**config.mk**
```make
export PLATFORM = sky130hd
export DESIGN_NAME = magnitude_dispatch
export DESIGN_NICKNAME = d
export VERILOG_FILES = /design/src/rtl/magnitude_dispatch.sv
export SDC_FILE = /design/constraint.sdc
export NUM_CORES = 1
export LEC_CHECK = 0
export CAP_MARGIN = 20
export CORE_ASPECT_RATIO = 1.4
export CORE_UTILIZATION = 33
export DETAILED_ROUTE_END_ITERATION = 10
export HOLD_SLACK_MARGIN = 0.08
export SKIP_CTS_REPAIR_TIMING = 1
export SLEW_MARGIN = 20
export SYNTH_ARGS = -nofsm -noshare
export SYNTH_HDL_FRONTEND = slang
export SYNTH_SLANG_ARGS = --single-unit
export TNS_END_PERCENT = 5
```
**constraint.sdc**
```tcl
create_clock -name clk -period 2.79 [get_ports clk]
set_clock_uncertainty 0.2 [all_clocks]
set_input_delay 0.4185 -clock clk [delete_from_list [all_inputs] [get_ports clk]]
set_output_delay 0.4185 -clock clk [all_outputs]
set_load 0.03 [all_outputs]
```
**src/rtl/magnitude_dispatch.sv**
```systemverilog
// Feeds x*x + y*y radicands through a small FIFO into an iterative square-root core, one job at a time.
// Optional watchdog on the core handshake is enabled with `define MAGDISP_WATCHDOG_EN.
module magnitude_dispatch #(
  parameter int IN_W    = 16,
  parameter int DEPTH   = 4,
  parameter int TIMEOUT = 64
) (
  input  logic                   clk,
  input  logic                   rst,
  input  logic                   in_valid,
  output logic                   in_ready,
  input  logic signed [IN_W-1:0] in_x,
  input  logic signed [IN_W-1:0] in_y,
  output logic                   sq_start,
  output logic [31:0]            sq_rad,
  input  logic                   sq_busy,
  input  logic                   sq_done,
  input  logic [31:0]            sq_root,
  output logic                   out_valid,
  input  logic                   out_ready,
  output logic [15:0]            out_mag,
  output logic                   err
);

  localparam int AW = $clog2(DEPTH);

  typedef enum logic [1:0] {
    S_IDLE,
    S_LAUNCH,
    S_WAIT,
    S_DRAIN
  } state_t;

  state_t state, next;

  logic signed [31:0] x_w, y_w;
  logic [31:0]        rad;
  logic               push, pop, mag_load, wd_expired, wd_fire;

  logic [31:0]   mem [DEPTH];
  logic [AW-1:0] wr_ptr, rd_ptr;
  logic [AW:0]   count;

  // Squares are non-negative, so the sum of two 2^30 maxima lands exactly on 2^31 unsigned.
  assign x_w = 32'(in_x);
  assign y_w = 32'(in_y);
  assign rad = 32'(x_w * x_w) + 32'(y_w * y_w);

  assign in_ready = (count != (AW+1)'(DEPTH));
  assign push     = in_valid && in_ready;

  // NOTE: storage needs no reset; occupancy and pointers alone decide what is valid.
  always_ff @(posedge clk) begin
    if (push) mem[wr_ptr] <= rad;
  end

  always_ff @(posedge clk or negedge rst) begin
    if (!rst) begin
      wr_ptr <= '0;
      rd_ptr <= '0;
      count  <= '0;
    end else begin
      // NOTE: non-blocking assignments keep every register reading pre-edge values.
      if (push) wr_ptr <= wr_ptr + 1'b1;
      if (pop)  rd_ptr <= rd_ptr + 1'b1;
      unique case ({push, pop})
        2'b10:   count <= count + 1'b1;
        2'b01:   count <= count - 1'b1;
        default: count <= count;
      endcase
    end
  end

  always_ff @(posedge clk or negedge rst) begin
    if (!rst) begin
      state   <= S_IDLE;
      out_mag <= '0;
    end else begin
      state <= next;
      if (mag_load) out_mag <= sq_root[15:0];
    end
  end

  assign sq_start  = (state == S_LAUNCH);
  assign sq_rad    = (state == S_LAUNCH) ? mem[rd_ptr] : '0;
  assign out_valid = (state == S_DRAIN);

  always_comb begin
    // NOTE: defaults first so no path leaves a signal unassigned and infers a latch.
    next     = state;
    pop      = 1'b0;
    mag_load = 1'b0;
    wd_fire  = 1'b0;
    unique case (state)
      S_IDLE: begin
        if (count != '0 && !sq_busy && !out_valid) next = S_LAUNCH;
      end
      S_LAUNCH: begin
        if (sq_busy) begin
          pop  = 1'b1;
          next = S_WAIT;
        end else if (wd_expired) begin
          pop     = 1'b1;
          wd_fire = 1'b1;
          next    = S_IDLE;
        end
      end
      S_WAIT: begin
        if (sq_done) begin
          mag_load = 1'b1;
          next     = S_DRAIN;
        end else if (wd_expired) begin
          wd_fire = 1'b1;
          next    = S_IDLE;
        end
      end
      S_DRAIN: begin
        if (out_ready) next = S_IDLE;
      end
      default: next = S_IDLE;
    endcase
  end

`ifdef MAGDISP_WATCHDOG_EN
  localparam int WDW = $clog2(TIMEOUT + 1);
  logic [WDW-1:0] wd_cnt;

  // Counter restarts on every state change, so LAUNCH and WAIT each get a full budget.
  always_ff @(posedge clk or negedge rst) begin
    if (!rst) begin
      wd_cnt <= '0;
      err    <= 1'b0;
    end else begin
      if (next != state || !(state == S_LAUNCH || state == S_WAIT)) wd_cnt <= '0;
      else                                                          wd_cnt <= wd_cnt + 1'b1;
      if (wd_fire) err <= 1'b1;
    end
  end

  assign wd_expired = (wd_cnt == WDW'(TIMEOUT - 1));

  logic unused_root;
  assign unused_root = ^sq_root[31:16];
`else
  assign wd_expired = 1'b0;
  assign err        = 1'b0;

  logic unused_cfg;
  assign unused_cfg = (TIMEOUT > 0) ^ wd_fire ^ (^sq_root[31:16]);
`endif

endmodule

```
==> metrics.md, run 1 <==
| Metric | Value |
|---|---|
| Outcome | finished with violations |
| Failing checks | negative setup slack |
| H-tree lvl count | 4 |
| DR pass1 iterations | 4 |
| Dominant cell type by area after synthesis | fa_1 |
| Avg WL per Cell | 16.3 µm |
| RePlAce Congestion | 0.863 |
| Reg-to-Reg End | count[2] |
| IO Pins | around 120 |
| Share of cells above drive strength 1 | 25.2% |
| Worst setup EP type | register |
| FILL cells | 6,585 |
| Clock Root Buffer | clkbuf_16 |
| 1st-iter DRT viols | 391 |
| Crit Path Class | in -> reg |
| Initial antenna violation count | 0 |
| Total track usage | between 10% and 20% |
| Worst setup margin | -4.21 ns |
| Actual slew at the worst max-slew pin | 0.649 ns |
| Largest net degree at the start of global routing | 34 |
| Max Transition Viols Final | 0 |
| Sequential share of the synthesized area | 19.0% |
| Clk sinks | 153 |
| Tcrit/Tclk final | 251% |
| Post-synth EDFFs | 128 |
| Critical path arrival | 6.96 ns |
| PortBufs | 104 |
| DR vias | 15,300 |
| Routed Wire Length | 56,700 µm |
| Synth Instances | 2,124 |
| CTS tree | built |
| Worst min path class | in -> async |
| RSZ-0062 raised after global routing | true |
| Max Fclk | about 140 MHz |
| Starting Density | ~33% |
| Die area | about 72,000 µm² |
| CTS buffer count | 17 |
| Worst skew pair latency | 0.42 ns |
| Hold Vio Cnt, Final | 0 |
| Via count of the first global-routing pass | 18,100 |
| Worst-path clk slew | ~0.06 ns |
| Die height | 318 µm |
| FF+latch area | 4470 µm² |
| Setup violations, final | 112 |
| Crit path launch type | input port |
| Async SR Flop Fraction | 16.3% |
| Dpl ws | -5.11 ns |
| R2R Path Start | state[1] |
| DP HPWL | approximately 50,000 µm |
| Footprint of the multi-input gates | 17,100 µm² |
| Syn avg cell area | 11.1 µm² |
| Routed Antenna Nets | 0 |
| Die width | 228 µm |
| Vias per cell | 4.38 |
| Req. time, crit path | 2.75 ns |
| CORE AREA | 70,400 µm² |
| Reg2reg setup slack | 0.35 ns |
| Crit path max fanout | 9 |
| Unique cell type count in the Yosys netlist | 48 |
| Max_slew headroom | about 57% |
| # nets final | 3,288 |
| CTS max path bufs | 2 |
| Area share of the largest cell type after synthesis | between 40 and 50% |
| Synthesized area | between 20,000 and 25,000 µm² |
| Synth Warn # | 0 |
| # diodes | 0 |
| Grt ovf | 0 |
| Row Count | 115 |
| Synth-to-layout area growth | 28.2% |
| Global-route wire length before repair | 92,300 µm |
| WHS | 0.163 ns |
| Max-cap violations | 0 |
| R2R depth | 9 |
| Seq cells post-synth | 153 |
| Post-route DRC | 0 |
| Area contributors post-synth | fa_1, edfxtp_1, inv_1 |
| Most used DFF post-synth | edfxtp_1 |
| Tmin final | 7.00 ns |
-- Yosys cell counts (19+ instances only) --
master    number
mux4_2        32
inv_1        681
and2_1       126
xnor2_1       52
nand2_1      152
clkbuf_1      47
mux2_2        19
fa_1         521
ha_1         158
a21oi_1       28
nor2_1        33
edfxtp_1     128
dfrtp_1       25
-- sequential cells by signal (all words and copies together) (netlist names) --
register	cells
mem	128
out_mag	16
count	3
rd_ptr	2
state	2
wr_ptr	2
-- area by class of cell --
type / instances / share of cell area, %
clock buffer: 17 / 1.41
inverter: 682 / 8.55
sequential: 153 / 14.8
tap: 936 / 3.88
timing repair buffer: 446 / 14.2
clock inverter: 15 / 0.440
multi-input combinational: 1239 / 56.7
-- cells in the final DEF, fill, tap and decap left out, types with 13 or more instances in the layout --
cell / n
and2_4: 23
clkdlybuf4s50_1: 40
a21oi_1: 15
inv_1: 650
nand2_1: 128
inv_2: 26
buf_12: 44
mux4_2: 32
mux2_2: 19
fa_1: 496
xnor2_1: 41
dfrtp_1: 24
dlymetal6s2s_1: 28
nor2_1: 28
edfxtp_1: 128
buf_6: 35
fa_2: 25
nor2b_1: 13
ha_4: 22
a21o_1: 13
nand2_2: 18
and2_1: 103
ha_1: 135
buf_4: 294
clkbuf_16: 18
-- through the flow --
step | utilization, % | instance area, µm² | instances | setup TNS, ns
floorplan | - | 23900 | 2125 | -378.89
global placement | 40.5 | 28500 | 3420 | -487.47
detailed placement | 40.5 | 28500 | 3420 | -494.50
CTS | 41.3 | 29000 | 3452 | -443.57
global route | 42.9 | 30200 | 3488 | -412.17
finish | 42.9 | 30200 | 3488 | -394.10
-- worst max path at each step --
stage	startpoint	to	slack, ns	depth (start not counted)
4_1_cts	in_y[9]	mem[2][29]	-4.67	25
3_3_place_gp	in_y[9]	mem[0][29]	-5.03	25
6_report	in_x[8]	mem[1][31]	-4.21	25
2_1_floorplan	in_y[10]	mem[0][23]	-4.08	22
5_1_grt	in_x[3]	mem[1][29]	-4.42	26
3_5_place_dp	in_y[9]	mem[2][29]	-5.11	24
-- logic make-up after synthesis --
group / share of synthesized area [%]
DFF: 19.0
xor gates and xnor gates: 2.42
and+or+nand+nor: 7.40
other: 0.0159
AOI/OAI and AO/OA: 2.68
muxes: 4.02
buffers and inverters: 11.7
adders and majority gates: 52.7
-- routing by layer --
metal  vias up  routed length [µm]  track usage (%)
met4         0                2440             5.77
met3       103                 968             1.16
met2       251               32400             32.7
met5         -                   0                0
li1       7041                   -                -
met1      7880               20800             17.7
-- worst max-delay path, cell delays in order --
cell and delay (ns):
dlymetal6s2s_1 0.14, buf_12 0.15, buf_4 0.15, nand2_2 0.08, fa_1 0.44, fa_1 0.55, fa_1 0.45, fa_1 0.49
inv_1 0.06, fa_1 0.50, fa_1 0.54, inv_1 0.05, fa_1 0.47, fa_1 0.59, inv_2 0.06, ha_4 0.21
o21a_1 0.19, and2_4 0.17, a2111oi_4 0.32, buf_4 0.20, o311ai_4 0.15, buf_4 0.17, a31oi_1 0.12, o21bai_1 0.11
xnor2_2 0.16
Power of run 1 is not shown: default switching activity piles up to over one toggle a cycle in this logic, so the estimate is an artifact.
==> run 2: changes to the inputs <==
TNS_END_PERCENT = 1   (was 5)
==> run 2 against run 1 <==
Against the previous run:
- the flow still finishes with violations (negative setup slack)
- critical path depth is 1 lower
- count of clock-buffer cells in the layout stayed put
- core utilization is 0.45 points lower
- critical path type unchanged
- setup slack worse by 0.29 ns
- sequential share of layout area is 0.16 points higher
- routed wire length is 3.6% lower
- final cell count is 0.80% lower
- first-iteration DRC count is 16% higher
- register-to-register slack worse by 0.05 ns
==> metrics.md, run 2 (synthesis results as in run 1) <==
| Metric | Value |
|---|---|
| Synth-to-layout area growth | 26.9% (was 28.2%) |
| Clk sinks | 153 (unchanged) |
| Vias per cell | 4.38 (about the same) |
| Max_slew headroom | 54.7% (was 56.6%) |
| Most common cell after layout, fill and taps aside | inv_1 (unchanged) |
| R2R depth | 9 (unchanged) |
| Actual slew at the worst max-slew pin | 0.678 ns (was 0.649 ns) |
| Row Count | 115 (unchanged) |
| Routed Antenna Nets | 0 (unchanged) |
| # diodes | 0 (unchanged) |
| Via count of the first global-routing pass | 17,800 (was 18,100) |
| Final non-filler cell total | 3,460 (was 3,488) |
| Hold Vio Cnt, Final | 0 (unchanged) |
| Global-route wire length before repair | 90,100 µm (was 92,300 µm) |
| # placed instances | 3,414 (was 3,420) |
| IO Pins | 122 (unchanged) |
| Largest net degree at the start of global routing | 34 (unchanged) |
| Worst min path class | in -> async (unchanged) |
| Largest Register | mem (unchanged) |
| Reg2reg setup slack | 0.30 ns (was 0.35 ns) |
| Worst setup margin | -4.50 ns (was -4.21 ns) |
| Dpl ws | -5.20 ns (was -5.11 ns) |
| Clock Root Buffer | clkbuf_16 (unchanged) |
| Worst setup EP type | register (unchanged) |
| RSZ-0062 raised after global routing | true (unchanged) |
| Max Transition Viols Final | 0 (unchanged) |
| Share of cells above drive strength 1 | 23.1% (was 25.2%) |
| FILL cells | 6,510 (was 6,585) |
| PortBufs | 104 (unchanged) |
| Die area | 72,400 µm² (unchanged) |
| Largest regs | mem x128, out_mag x16, count x3 (unchanged) |
| Crit path launch type | input port (unchanged) |
| Initial antenna violation count | 2 (was 0) |
| DR pass1 iterations | 7 (was 4) |
| DP Area | 28,400 µm² (was 28,500 µm²) |
| CTS tree | built (unchanged) |
| Max-cap violations | 0 (unchanged) |
| FF+latch area | 4470 µm² (unchanged) |
| Routed Wire Length | 54,600 µm (was 56,700 µm) |
| Failing checks | negative setup slack (unchanged) |
| Total track usage | 16.0% (was 16.5%) |
| Max FFs per register | 128 (unchanged) |
| Worst skew pair latency | 0.43 ns (was 0.42 ns) |
| CTS max path bufs | 2 (unchanged) |
| Tcrit/Tclk final | 261% (was 251%) |
| CTS buffer count | 17 (unchanged) |
| Req. time, crit path | 2.83 ns (was 2.75 ns) |
| Outcome | finished with violations (unchanged) |
| Reg-to-Reg End | count[2] (unchanged) |
| Starting Density | 33.4% (unchanged) |
| H-tree lvl count | 4 (unchanged) |
| Post-route DRC | 0 (unchanged) |
| Commonest cells after routing, fill and taps aside | inv_1, fa_1, buf_4, ha_1, nand2_1 (was inv_1, fa_1, buf_4, ha_1) |
| Max Fclk | 137 MHz (was 143 MHz) |
| Tmin final | 7.29 ns (was 7.00 ns) |
| Setup violations, final | 112 (unchanged) |
| Die height | 318 µm (unchanged) |
| DP HPWL | 48,500 µm (was 50,000 µm) |
| Worst-path clk slew | 0.06 ns (about the same) |
| CORE AREA | 70,400 µm² (unchanged) |
| Footprint of the multi-input gates | 17,000 µm² (was 17,100 µm²) |
| Final core utilization | 42.4% (was 42.9%) |
| Crit path max fanout | 10 (was 9) |
| Crit Path Class | in -> reg (unchanged) |
| RePlAce Congestion | 0.891 (was 0.863) |
| Grt ovf | 0 (unchanged) |
| # nets final | 3,260 (was 3,288) |
| Final Cell Area | 29,800 µm² (was 30,200 µm²) |
| DR vias | 15,200 (was 15,300) |
| Avg WL per Cell | 15.8 µm (was 16.3 µm) |
| 1st-iter DRT viols | 455 (was 391) |
| Critical path arrival | 7.33 ns (was 6.96 ns) |
| Die width | 228 µm (unchanged) |
| R2R Path Start | state[1] (unchanged) |
[run 2: cell count changes in the layout (fill, tap and decap cells not counted), sizes merged]
cell           delta
buf              -26
dlymetal6s2s      -8
clkdlybuf4s50     +7
bufinv            +1
clkbuf            -1
clkinv            -1
[run 2: worst max path at each step]
stage               cells after the start          to  slack [ns]     start
global placement                       23  mem[0][29]       -5.07   in_y[7]
floorplan                              24  mem[0][23]       -4.08   in_x[2]
CTS                                    25  mem[2][29]       -4.75   in_y[5]
global route                           25  mem[2][29]       -4.68   in_x[9]
finish                                 24  mem[2][29]       -4.50  in_x[13]
detailed placement                     25  mem[1][29]       -5.20   in_y[5]
[run 2: layer usage]
metal / part of all wire (%) / vias to the layer above / track usage [%]
li1: - / 6982 / -
met1: 37 / 7784 / 17.7
met5: 0.024 / - / 0
met4: 4.4 / 2 / 6.10
met3: 2.4 / 115 / 1.03
met2: 57 / 278 / 31.1
[run 2: worst max-delay path: stages]
cell	delay [ns]
clkdlybuf4s50_1	0.51
buf_12	0.15
and2_1	0.17
fa_2	0.45
fa_1	0.48
inv_1	0.05
fa_1	0.46
fa_1	0.49
inv_1	0.05
fa_1	0.55
fa_1	0.43
fa_1	0.49
inv_1	0.05
fa_1	0.57
inv_2	0.06
ha_4	0.28
and3_4	0.18
and2_4	0.15
a2111oi_4	0.06
buf_4	0.17
o311ai_4	0.38
a31oi_1	0.16
o21bai_1	0.24
xor2_1	0.27
[run 2: final cells by class]
type / count / area share, %
Clock inverter: 15 / 0.612
Sequential cell: 153 / 15.0
Timing Repair Buffer: 418 / 13.5
Inverter: 682 / 8.62
Clock buffer: 17 / 1.43
Tap cell: 936 / 3.92
Multi-Input combinational cell: 1239 / 56.9
[run 2: per-stage QoR]
stage          TNS [ns]  hold WS [ns]
2_1_floorplan   -384.92       -0.0771
3_3_place_gp    -496.11         0.280
3_5_place_dp    -507.27         0.291
4_1_cts         -455.67         0.147
5_1_grt         -429.38         0.185
6_report        -407.96         0.160
Power of run 2 is left out for the same reason.
